### src/rtl/flip_variable_selector.sv
// WalkSAT-SKC flip selection: fetches one break count per clause literal and
// picks a freebie, a noisy random-walk slot, or the greedy minimum-break slot.
module flip_variable_selector #(
    parameter int NSAT                  = 3,
    parameter int LITERAL_ADDRESS_WIDTH = 12,
    parameter int BREAK_WIDTH           = 8,
    parameter int RANDOM_NUM_WIDTH      = 18,
    parameter int NOISE_WIDTH           = 8
) (
    input  logic                                  clk_i,
    input  logic                                  rst_ni,
    input  logic                                  start_i,
    input  logic [NSAT*LITERAL_ADDRESS_WIDTH-1:0] clause_i,
    input  logic [RANDOM_NUM_WIDTH-1:0]           random_i,
    input  logic [NOISE_WIDTH-1:0]                noise_threshold_i,
    output logic                                  bc_rd_en_o,
    output logic [LITERAL_ADDRESS_WIDTH-2:0]      bc_addr_o,
    input  logic [BREAK_WIDTH-1:0]                bc_data_i,
    output logic                                  busy_o,
    output logic                                  done_o,
    output logic                                  flip_valid_o,
    output logic [LITERAL_ADDRESS_WIDTH-2:0]      flip_var_o,
    output logic [BREAK_WIDTH-1:0]                flip_break_o,
    output logic [1:0]                            flip_mode_o,
    output logic                                  err_empty_clause_o
);
    localparam int LAW    = LITERAL_ADDRESS_WIDTH;
    localparam int VW     = LAW - 1;
    localparam int SLOT_W = (NSAT > 1) ? $clog2(NSAT) : 1;
    localparam int CNT_W  = $clog2(NSAT + 1);

    typedef enum logic [1:0] {IDLE, FETCH, DRAIN, DECIDE} state_t;

    typedef struct packed {
        logic                   valid;
        logic [VW-1:0]          var_idx;
        logic [BREAK_WIDTH-1:0] brk;
        logic [1:0]             mode;
    } result_t;

    state_t state_q, state_d;

    logic [NSAT-1:0][VW-1:0]          var_d, var_q;
    logic [NSAT-1:0][BREAK_WIDTH-1:0] brk_q;
    logic [NSAT-1:0]                  slot_vld;
    logic [NOISE_WIDTH-1:0]           noise_q, thr_q;
    logic [SLOT_W-1:0]                pick_q, cnt_q, rd_slot_q;
    logic                             rd_q;
    logic                             zero_found_q, min_found_q;
    logic [SLOT_W-1:0]                zero_slot_q, min_slot_q, walk_slot;
    logic [BREAK_WIDTH-1:0]           min_brk_q;
    logic [CNT_W-1:0]                 nvalid;
    int unsigned                      seen, r_idx;
    result_t                          res;
    logic [NSAT-1:0]                  pol_unused;

    // Only the variable index is needed; polarity does not affect selection.
    for (genvar k = 0; k < NSAT; k++) begin : g_slot
        assign var_d[k]      = clause_i[k*LAW +: VW];
        assign pol_unused[k] = clause_i[k*LAW + VW];
        assign slot_vld[k]   = |var_q[k];
    end

    if (RANDOM_NUM_WIDTH > NOISE_WIDTH + SLOT_W) begin : g_rnd_unused
        logic rnd_unused;
        assign rnd_unused = ^random_i[RANDOM_NUM_WIDTH-1:NOISE_WIDTH+SLOT_W];
    end

    always_ff @(posedge clk_i or negedge rst_ni) begin
        if (!rst_ni) state_q <= IDLE;
        else         state_q <= state_d;
    end

    always_comb begin
        state_d = state_q;
        case (state_q)
            IDLE:    if (start_i) state_d = FETCH;
            FETCH:   if (cnt_q == SLOT_W'(NSAT-1)) state_d = DRAIN;
            DRAIN:   state_d = DECIDE;
            default: state_d = IDLE;
        endcase
    end

    always_comb begin
        bc_rd_en_o = (state_q == FETCH);
        bc_addr_o  = (state_q == FETCH) ? var_q[cnt_q] : '0;
        busy_o     = (state_q != IDLE);
    end

    // Capture runs one cycle behind the address: rd_q/rd_slot_q tag the datum on bc_data_i.
    always_ff @(posedge clk_i or negedge rst_ni) begin
        if (!rst_ni) begin
            var_q        <= '0;
            brk_q        <= '0;
            noise_q      <= '0;
            thr_q        <= '0;
            pick_q       <= '0;
            cnt_q        <= '0;
            rd_q         <= 1'b0;
            rd_slot_q    <= '0;
            zero_found_q <= 1'b0;
            zero_slot_q  <= '0;
            min_found_q  <= 1'b0;
            min_slot_q   <= '0;
            min_brk_q    <= '0;
        end else begin
            rd_q      <= (state_q == FETCH);
            rd_slot_q <= cnt_q;
            if (state_q == IDLE && start_i) begin
                var_q        <= var_d;
                noise_q      <= random_i[NOISE_WIDTH-1:0];
                pick_q       <= random_i[NOISE_WIDTH +: SLOT_W];
                thr_q        <= noise_threshold_i;
                cnt_q        <= '0;
                zero_found_q <= 1'b0;
                min_found_q  <= 1'b0;
            end else if (state_q == FETCH) begin
                cnt_q <= cnt_q + 1'b1;
            end
            if (rd_q && slot_vld[rd_slot_q]) begin
                brk_q[rd_slot_q] <= bc_data_i;
                if (bc_data_i == '0 && !zero_found_q) begin
                    zero_found_q <= 1'b1;
                    zero_slot_q  <= rd_slot_q;
                end
                // Strict compare keeps the lowest slot on ties.
                if (!min_found_q || bc_data_i < min_brk_q) begin
                    min_found_q <= 1'b1;
                    min_slot_q  <= rd_slot_q;
                    min_brk_q   <= bc_data_i;
                end
            end
        end
    end

    always_comb begin
        nvalid = '0;
        for (int k = 0; k < NSAT; k++) nvalid = nvalid + CNT_W'(slot_vld[k]);
    end

    always_comb begin
        res       = '0;
        walk_slot = '0;
        seen      = 0;
        r_idx     = 0;
        if (nvalid != '0) r_idx = 32'(pick_q) % 32'(nvalid);
        for (int k = 0; k < NSAT; k++) begin
            if (slot_vld[k]) begin
                if (seen == r_idx) walk_slot = SLOT_W'(k);
                seen = seen + 1;
            end
        end
        if (nvalid == '0) begin
            res = '0;
        end else if (zero_found_q) begin
            res = '{valid: 1'b1, var_idx: var_q[zero_slot_q], brk: '0, mode: 2'd0};
        end else if (noise_q < thr_q) begin
            res = '{valid: 1'b1, var_idx: var_q[walk_slot], brk: brk_q[walk_slot], mode: 2'd1};
        end else begin
            res = '{valid: 1'b1, var_idx: var_q[min_slot_q], brk: min_brk_q, mode: 2'd2};
        end
    end

    always_ff @(posedge clk_i or negedge rst_ni) begin
        if (!rst_ni) begin
            done_o             <= 1'b0;
            flip_valid_o       <= 1'b0;
            flip_var_o         <= '0;
            flip_break_o       <= '0;
            flip_mode_o        <= '0;
            err_empty_clause_o <= 1'b0;
        end else begin
            done_o <= (state_q == DECIDE);
            if (state_q == DECIDE) begin
                flip_valid_o <= res.valid;
                flip_var_o   <= res.var_idx;
                flip_break_o <= res.brk;
                flip_mode_o  <= res.mode;
                if (nvalid == '0) err_empty_clause_o <= 1'b1;
            end
        end
    end
endmodule

### config.mk
export PLATFORM = sky130hd
export DESIGN_NAME = flip_variable_selector
export DESIGN_NICKNAME = d
export VERILOG_FILES = /design/src/rtl/flip_variable_selector.sv
export SDC_FILE = /design/constraint.sdc
export NUM_CORES = 1
export LEC_CHECK = 0
export ABC_AREA = 1
export CORE_MARGIN = 10
export CORE_UTILIZATION = 45
export CTS_CLUSTER_DIAMETER = 40
export DETAILED_ROUTE_END_ITERATION = 16
export PLACE_DENSITY = 0.63
export SLEW_MARGIN = 10
export SYNTH_ARGS = -nofsm -noshare
export SYNTH_HDL_FRONTEND = slang
export SYNTH_SLANG_ARGS = --single-unit
### constraint.sdc
create_clock -name clk_i -period 16.4 [get_ports clk_i]
set_clock_uncertainty 0.2 [all_clocks]
set_input_delay 3.28 -clock clk_i [delete_from_list [all_inputs] [get_ports clk_i]]
set_output_delay 3.28 -clock clk_i [all_outputs]
set_load 0.03 [all_outputs]
==> results.toml, run 1 <==
[routing]
via_per_inst = 5.42
first_pass_iters = 6
antenna_left = 0
drtIter0Drc = 1232
vias = 16100
wl_per_cell_um = 16.3
remaining_drc_errors = 0
routed_wl_um = 48500

[yosys]
ys_ff_latch = 120
yosysWarnings = 0
synth.yosys.seq_area_share = 0.212
synth_edf_count = 0
synth_cells = 2398
synthDistinctLibCells = 58
synth-async-reset-ratio = 1.00
syn_area_per_cell_um2 = 5.91
ys.flop_type = "dfrtp_1"
netlist_area_um2 = 14200
synth_fp_nets = 2513

[placed_design]
dp_hpwl_um = 36700
gp_congestion = 0.953
numPlacedInstances = 2890
portBuffers = 98
dpl_cell_area_um2 = 16000

[cells_and_area]
syn_to_final_growth_pct = 23.7
drive_gt1_frac = 0.173
layoutNonFillerInstCount = 2971
antenna_cells = 0
fin_nets = 2677
fin_area_um2 = 17500

[sta]
worst_pin_slew_ns = 0.941
final.min_clock_period_ns = 15.37
final_max_slew_viol_count = 0
fmax_ghz = 0.0651
max-slew-margin-rel = 0.373
finalHoldViolCount = 0
finalCritPeriodShare = 0.937
setup_viol = 0

[cts]
cts_tree = "done"
clk_latency_ns = 0.43
hold_buffers = 0
cts_buffers = 17
clock_path_buffers = 2
cts_num_sinks = 120
clockRootBuffer = "clkbuf_16"
path_clk_slew_ns = 0.06
htreeDepth = 4

[critical_path]
crit_type = "flop to flop"
crit_top_cell = "nor2_4"
endpoint_kind = "flop"
max_stage_delay_ns = 0.50
critical_path_arrival_ns = 15.48
path_delay_family = "simple AND/OR/NAND/NOR gates"
cp_max_fo = 19
worstPathRequired_ns = 16.51
start_kind = "flop"
crit_buf_inv = 20
crit_path_top_delay_cell = "fa_2"

[floorplan]
rows = 64
die_h_um = 198
core-area_um2 = 30800
io_pins = 110
die_area_um2 = 39000
initial_core_util = 0.460
die_w_um = 198

[run]
cap_violations = 0

[global_routing]
grt_pass1_vias = 15046
grt_first_pass_wirelength_um = 76800
grt_max_degree = 92
antenna_found_initial = 0
grt_overflow = 0
track_usage = 0.240

[run_status]
status = "finished clean"

[hold_path]
hold_class = "flop to flop"
per-stage QoR:
stage,TNS [ns],setup slack (ns),utilization,hold slack [ns]
2_1_floorplan,0,0.00665,-,0.176
3_3_place_gp,-6.55,-0.425,0.517,0.264
3_5_place_dp,-8.89,-0.547,0.517,0.265
4_1_cts,0,0.00669,0.541,0.281
5_1_grt,-2.02,-0.148,0.569,0.301
6_report,0,1.03,0.569,0.281
synth_stat cells, types with 14 or more instances:
library cell / count / area share
a21oi_1: 49 / 0.017
nand2_2: 39 / 0.017
inv_1: 314 / 0.083
buf_6: 14 / 0.011
inv_2: 30 / 0.0079
nand3_1: 213 / 0.075
nand3_2: 25 / 0.018
nor2_2: 32 / 0.014
o21ai_1: 19 / 0.0067
xor2_1: 33 / 0.020
ha_1: 40 / 0.035
o21ai_0: 145 / 0.051
nand2_1: 749 / 0.20
xnor2_1: 14 / 0.0086
nor2_4: 19 / 0.015
nand3b_1: 22 / 0.012
clkbuf_1: 38 / 0.010
dfrtp_1: 120 / 0.21
nand4_1: 96 / 0.042
nor2_1: 248 / 0.066
o211ai_1: 15 / 0.0079
worst min-delay path, stage by stage (launching register included):
cell     delay [ns]
dfrtp_1        0.34
nand2_1        0.05
o21ai_0        0.05
sequential cells by signal, summed over array words and instances (netlist names):
register and flops:
zero_slot_q 2, thr_q 8, rd_slot_q 2, err_empty_clause_o 1
rd_q 1, pick_q 2, flip_mode_o 2, flip_valid_o 1
min_brk_q 8, zero_found_q 1, flip_var_o 11, min_slot_q 2
noise_q 8, state_q 2, done_o 1, brk_q 24
flip_break_o 8, var_q 33, min_found_q 1, cnt_q 2
worst paths after layout:
path | end | slack (ns) | depth (start not counted) | startpoint
worst max-delay path | flip_break_o[4] | 1.03 | 117 | var_q[14]
worst min-delay path | brk_q[8] | 0.28 | 2 | brk_q[8]
worst max register to register | flip_break_o[4] | 1.03 | 117 | var_q[14]
worst min register to register | brk_q[8] | 0.28 | 2 | brk_q[8]
max in group asynchronous | var_q[5] | 11.91 | 2 | rst_ni
min in group asynchronous | flip_break_o[6] | 2.69 | 1 | rst_ni
placed cells by master (no fill, tap or decap), types with 7 or more instances in the layout:
| cell type | Yosys | final |
|---|---|---|
| ha_1 | 40 | 28 |
| nand2_4 | 9 | 11 |
| a22oi_1 | 11 | 11 |
| ha_2 | 0 | 8 |
| inv_2 | 30 | 41 |
| nand2_2 | 39 | 51 |
| clkbuf_16 | 0 | 18 |
| o21ai_2 | 8 | 11 |
| o21ai_0 | 145 | 143 |
| o211ai_1 | 15 | 15 |
| nand4_1 | 96 | 96 |
| buf_4 | 8 | 106 |
| dfrtp_1 | 120 | 120 |
| nor2_4 | 19 | 47 |
| xor2_1 | 33 | 32 |
| inv_1 | 314 | 302 |
| nor3_1 | 13 | 10 |
| nand3_1 | 213 | 190 |
| nand3_4 | 4 | 11 |
| nand3_2 | 25 | 42 |
| nand3b_1 | 22 | 22 |
| xnor2_1 | 14 | 14 |
| o21ai_1 | 19 | 17 |
| o221ai_1 | 7 | 7 |
| nand2_1 | 749 | 732 |
| nor2_2 | 32 | 37 |
| buf_12 | 0 | 7 |
| clkdlybuf4s50_1 | 0 | 97 |
| a21oi_1 | 49 | 44 |
| nor2_1 | 248 | 215 |
layer usage:
metal	part of all wire	global-route usage	up-vias
li1	-	-	8055
met1	0.45	0.310	7489
met2	0.47	0.397	477
met3	0.059	0.0388	79
met4	0.027	0.0806	0
met5	0	0	-
cell families after synthesis:
kind of cell               count (synthesis)  share of synthesized area
DFF                                      120                      0.212
AOI/OAI and AO/OA                        277                      0.111
adders and majority gates                 42                     0.0381
xor gates and xnor gates                  47                     0.0290
buffers and inverters                    421                      0.122
and+or+nand+nor                         1491                      0.489
timing repair:
action	in CTS	in global routing
cloned	0	3
gates resized for setup	15	119
pin swaps	6	52
endpoints found under the setup margin	19	19
hold endpoints to repair	0	0
buffers inserted	5	41
cell type report:
cell class	instances	area [um^2]
sequential	120	3000
fill	3080	13300
tap	396	495
multi-input combinational	1859	10200
clock buffer	20	447
clock inverter	12	141
timing repair buffer	214	1970
inverter	350	1320
Power of run 1 is not shown: default switching activity piles up to over one toggle a cycle in this logic, so the estimate is an artifact.
==> run 2, diff against run 1 <==
--- a/config.mk
+++ b/config.mk
@@ -8,6 +8,7 @@
 export ABC_AREA = 1
 export CORE_MARGIN = 10
 export CORE_UTILIZATION = 45
+export CTS_BUF_LIST = sky130_fd_sc_hd__clkbuf_8
 export CTS_CLUSTER_DIAMETER = 40
 export DETAILED_ROUTE_END_ITERATION = 16
 export PLACE_DENSITY = 0.63
==> run 2 against run 1 <==
Compared with the run above: worst setup slack better by 0.065 ns; sequential share of layout area is 0.18 points higher; maximum frequency is 0.42% higher; design area is 1.0% lower; wire length is 0.55% lower; global-route usage hardly changed.
==> results.toml, run 2 (synthesized netlist as in run 1, its figures left out) <==
[run_status]
status = "finished clean"

[floorplan]
core-area_um2 = 30800
io_pins = 110
die_w_um = 198
rows = 64
die_h_um = 198
initial_core_util = 0.460
die_area_um2 = 39000

[global_routing]
grt_pass1_vias = 15104
grt_overflow = 0
track_usage = 0.239
antenna_found_initial = 0
grt_max_degree = 92
grt_first_pass_wirelength_um = 76600

[cells_and_area]
final_cell_mix = "nand2_1, inv_1, nor2_1, nand3_1, o21ai_0"
largest_reg_flops = 33
final_core_util = 0.563
regMostFlops = "var_q"
syn_to_final_growth_pct = 22.5
layoutNonFillerInstCount = 2972
top_regs = "var_q (33), brk_q (24), flip_var_o (11)"
drive_gt1_frac = 0.173
fin_nets = 2678
fill_cells = 3125
layout_commonest_cell = "nand2_1"
multiInputGateArea_um2 = 10200
antenna_cells = 0
seqCellArea_um2 = 3000

[critical_path]
cp_max_fo = 19
max_stage_delay_ns = 0.50
endpoint_kind = "flop"
crit_path_top_delay_cell = "fa_2"
start_kind = "flop"
crit_type = "flop to flop"
path_delay_family = "simple AND/OR/NAND/NOR gates"
crit_top_cell = "nor2_4"
critical_path_arrival_ns = 15.46
worstPathRequired_ns = 16.55
crit_buf_inv = 20

[sta]
finalCritPeriodShare = 0.933
max-slew-margin-rel = 0.385
finalHoldViolCount = 0
fmax_ghz = 0.0653
tns_ns = 0
setup_viol = 0
worst_pin_slew_ns = 0.923
final.min_clock_period_ns = 15.31
final_max_slew_viol_count = 0

[cts]
clock_path_buffers = 2
clockRootBuffer = "clkbuf_8"
clk_latency_ns = 0.46
htreeDepth = 4
cts_num_sinks = 120
path_clk_slew_ns = 0.09
hold_buffers = 0
cts_tree = "done"
cts_buffers = 17

[routing]
vias = 16014
routed_wl_um = 48200
antenna_left = 0
remaining_drc_errors = 0
wl_per_cell_um = 16.2
drtIter0Drc = 1302
first_pass_iters = 5
via_per_inst = 5.39

[placed_design]
gp_congestion = 0.953
numPlacedInstances = 2890
portBuffers = 98
dp_hpwl_um = 36700

[hold_path]
hold_class = "flop to flop"

[run]
cap_violations = 0
[run 2: layout make-up]
class / count / share of cell area
flip-flops and latches: 120 / 0.173
multi-input cells: 1859 / 0.586
inverters: 350 / 0.0759
repair buffers: 215 / 0.114
well taps: 396 / 0.0285
clock inverters: 14 / 0.00857
clock buffers: 18 / 0.0143
[run 2: path summary, 6_finish.rpt]
kind	startpoint	to	slack [ns]	depth (start not counted)
max	var_q[16]	flip_break_o[4]	1.09	117
min	err_empty_clause_o	err_empty_clause_o	0.29	1
max reg2reg	var_q[16]	flip_break_o[4]	1.09	117
min reg2reg	err_empty_clause_o	err_empty_clause_o	0.29	1
max in group asynchronous	rst_ni	flip_var_o[0]	11.97	2
min in group asynchronous	rst_ni	flip_break_o[6]	2.64	1
[run 2: through the flow]
| stage | hold slack [ns] | area [um^2] | setup slack [ns] |
|---|---|---|---|
| floorplan | 0.176 | 14400 | 0.00665 |
| global placement | 0.264 | 16000 | -0.425 |
| detailed placement | 0.265 | 16000 | -0.547 |
| CTS | 0.288 | 16500 | 0.00176 |
| global route | 0.308 | 17400 | -0.123 |
| finish | 0.286 | 17400 | 1.09 |
[run 2: layer usage]
layer | share of wire | vias up | track usage
met2 | 0.47 | 443 | 0.397
met5 | 0 | - | 0
met3 | 0.055 | 88 | 0.0422
met1 | 0.45 | 7431 | 0.309
met4 | 0.026 | 0 | 0.0746
li1 | - | 8052 | -
[run 2: timing repair]
action / 4_1_cts / 5_1_grt
pin swaps: 6 / 54
setup buffers: 5 / 42
gates resized for setup: 15 / 119
endpoints found under the setup margin: 19 / 19
cloned: 0 / 3
Power of run 2 is left out for the same reason.
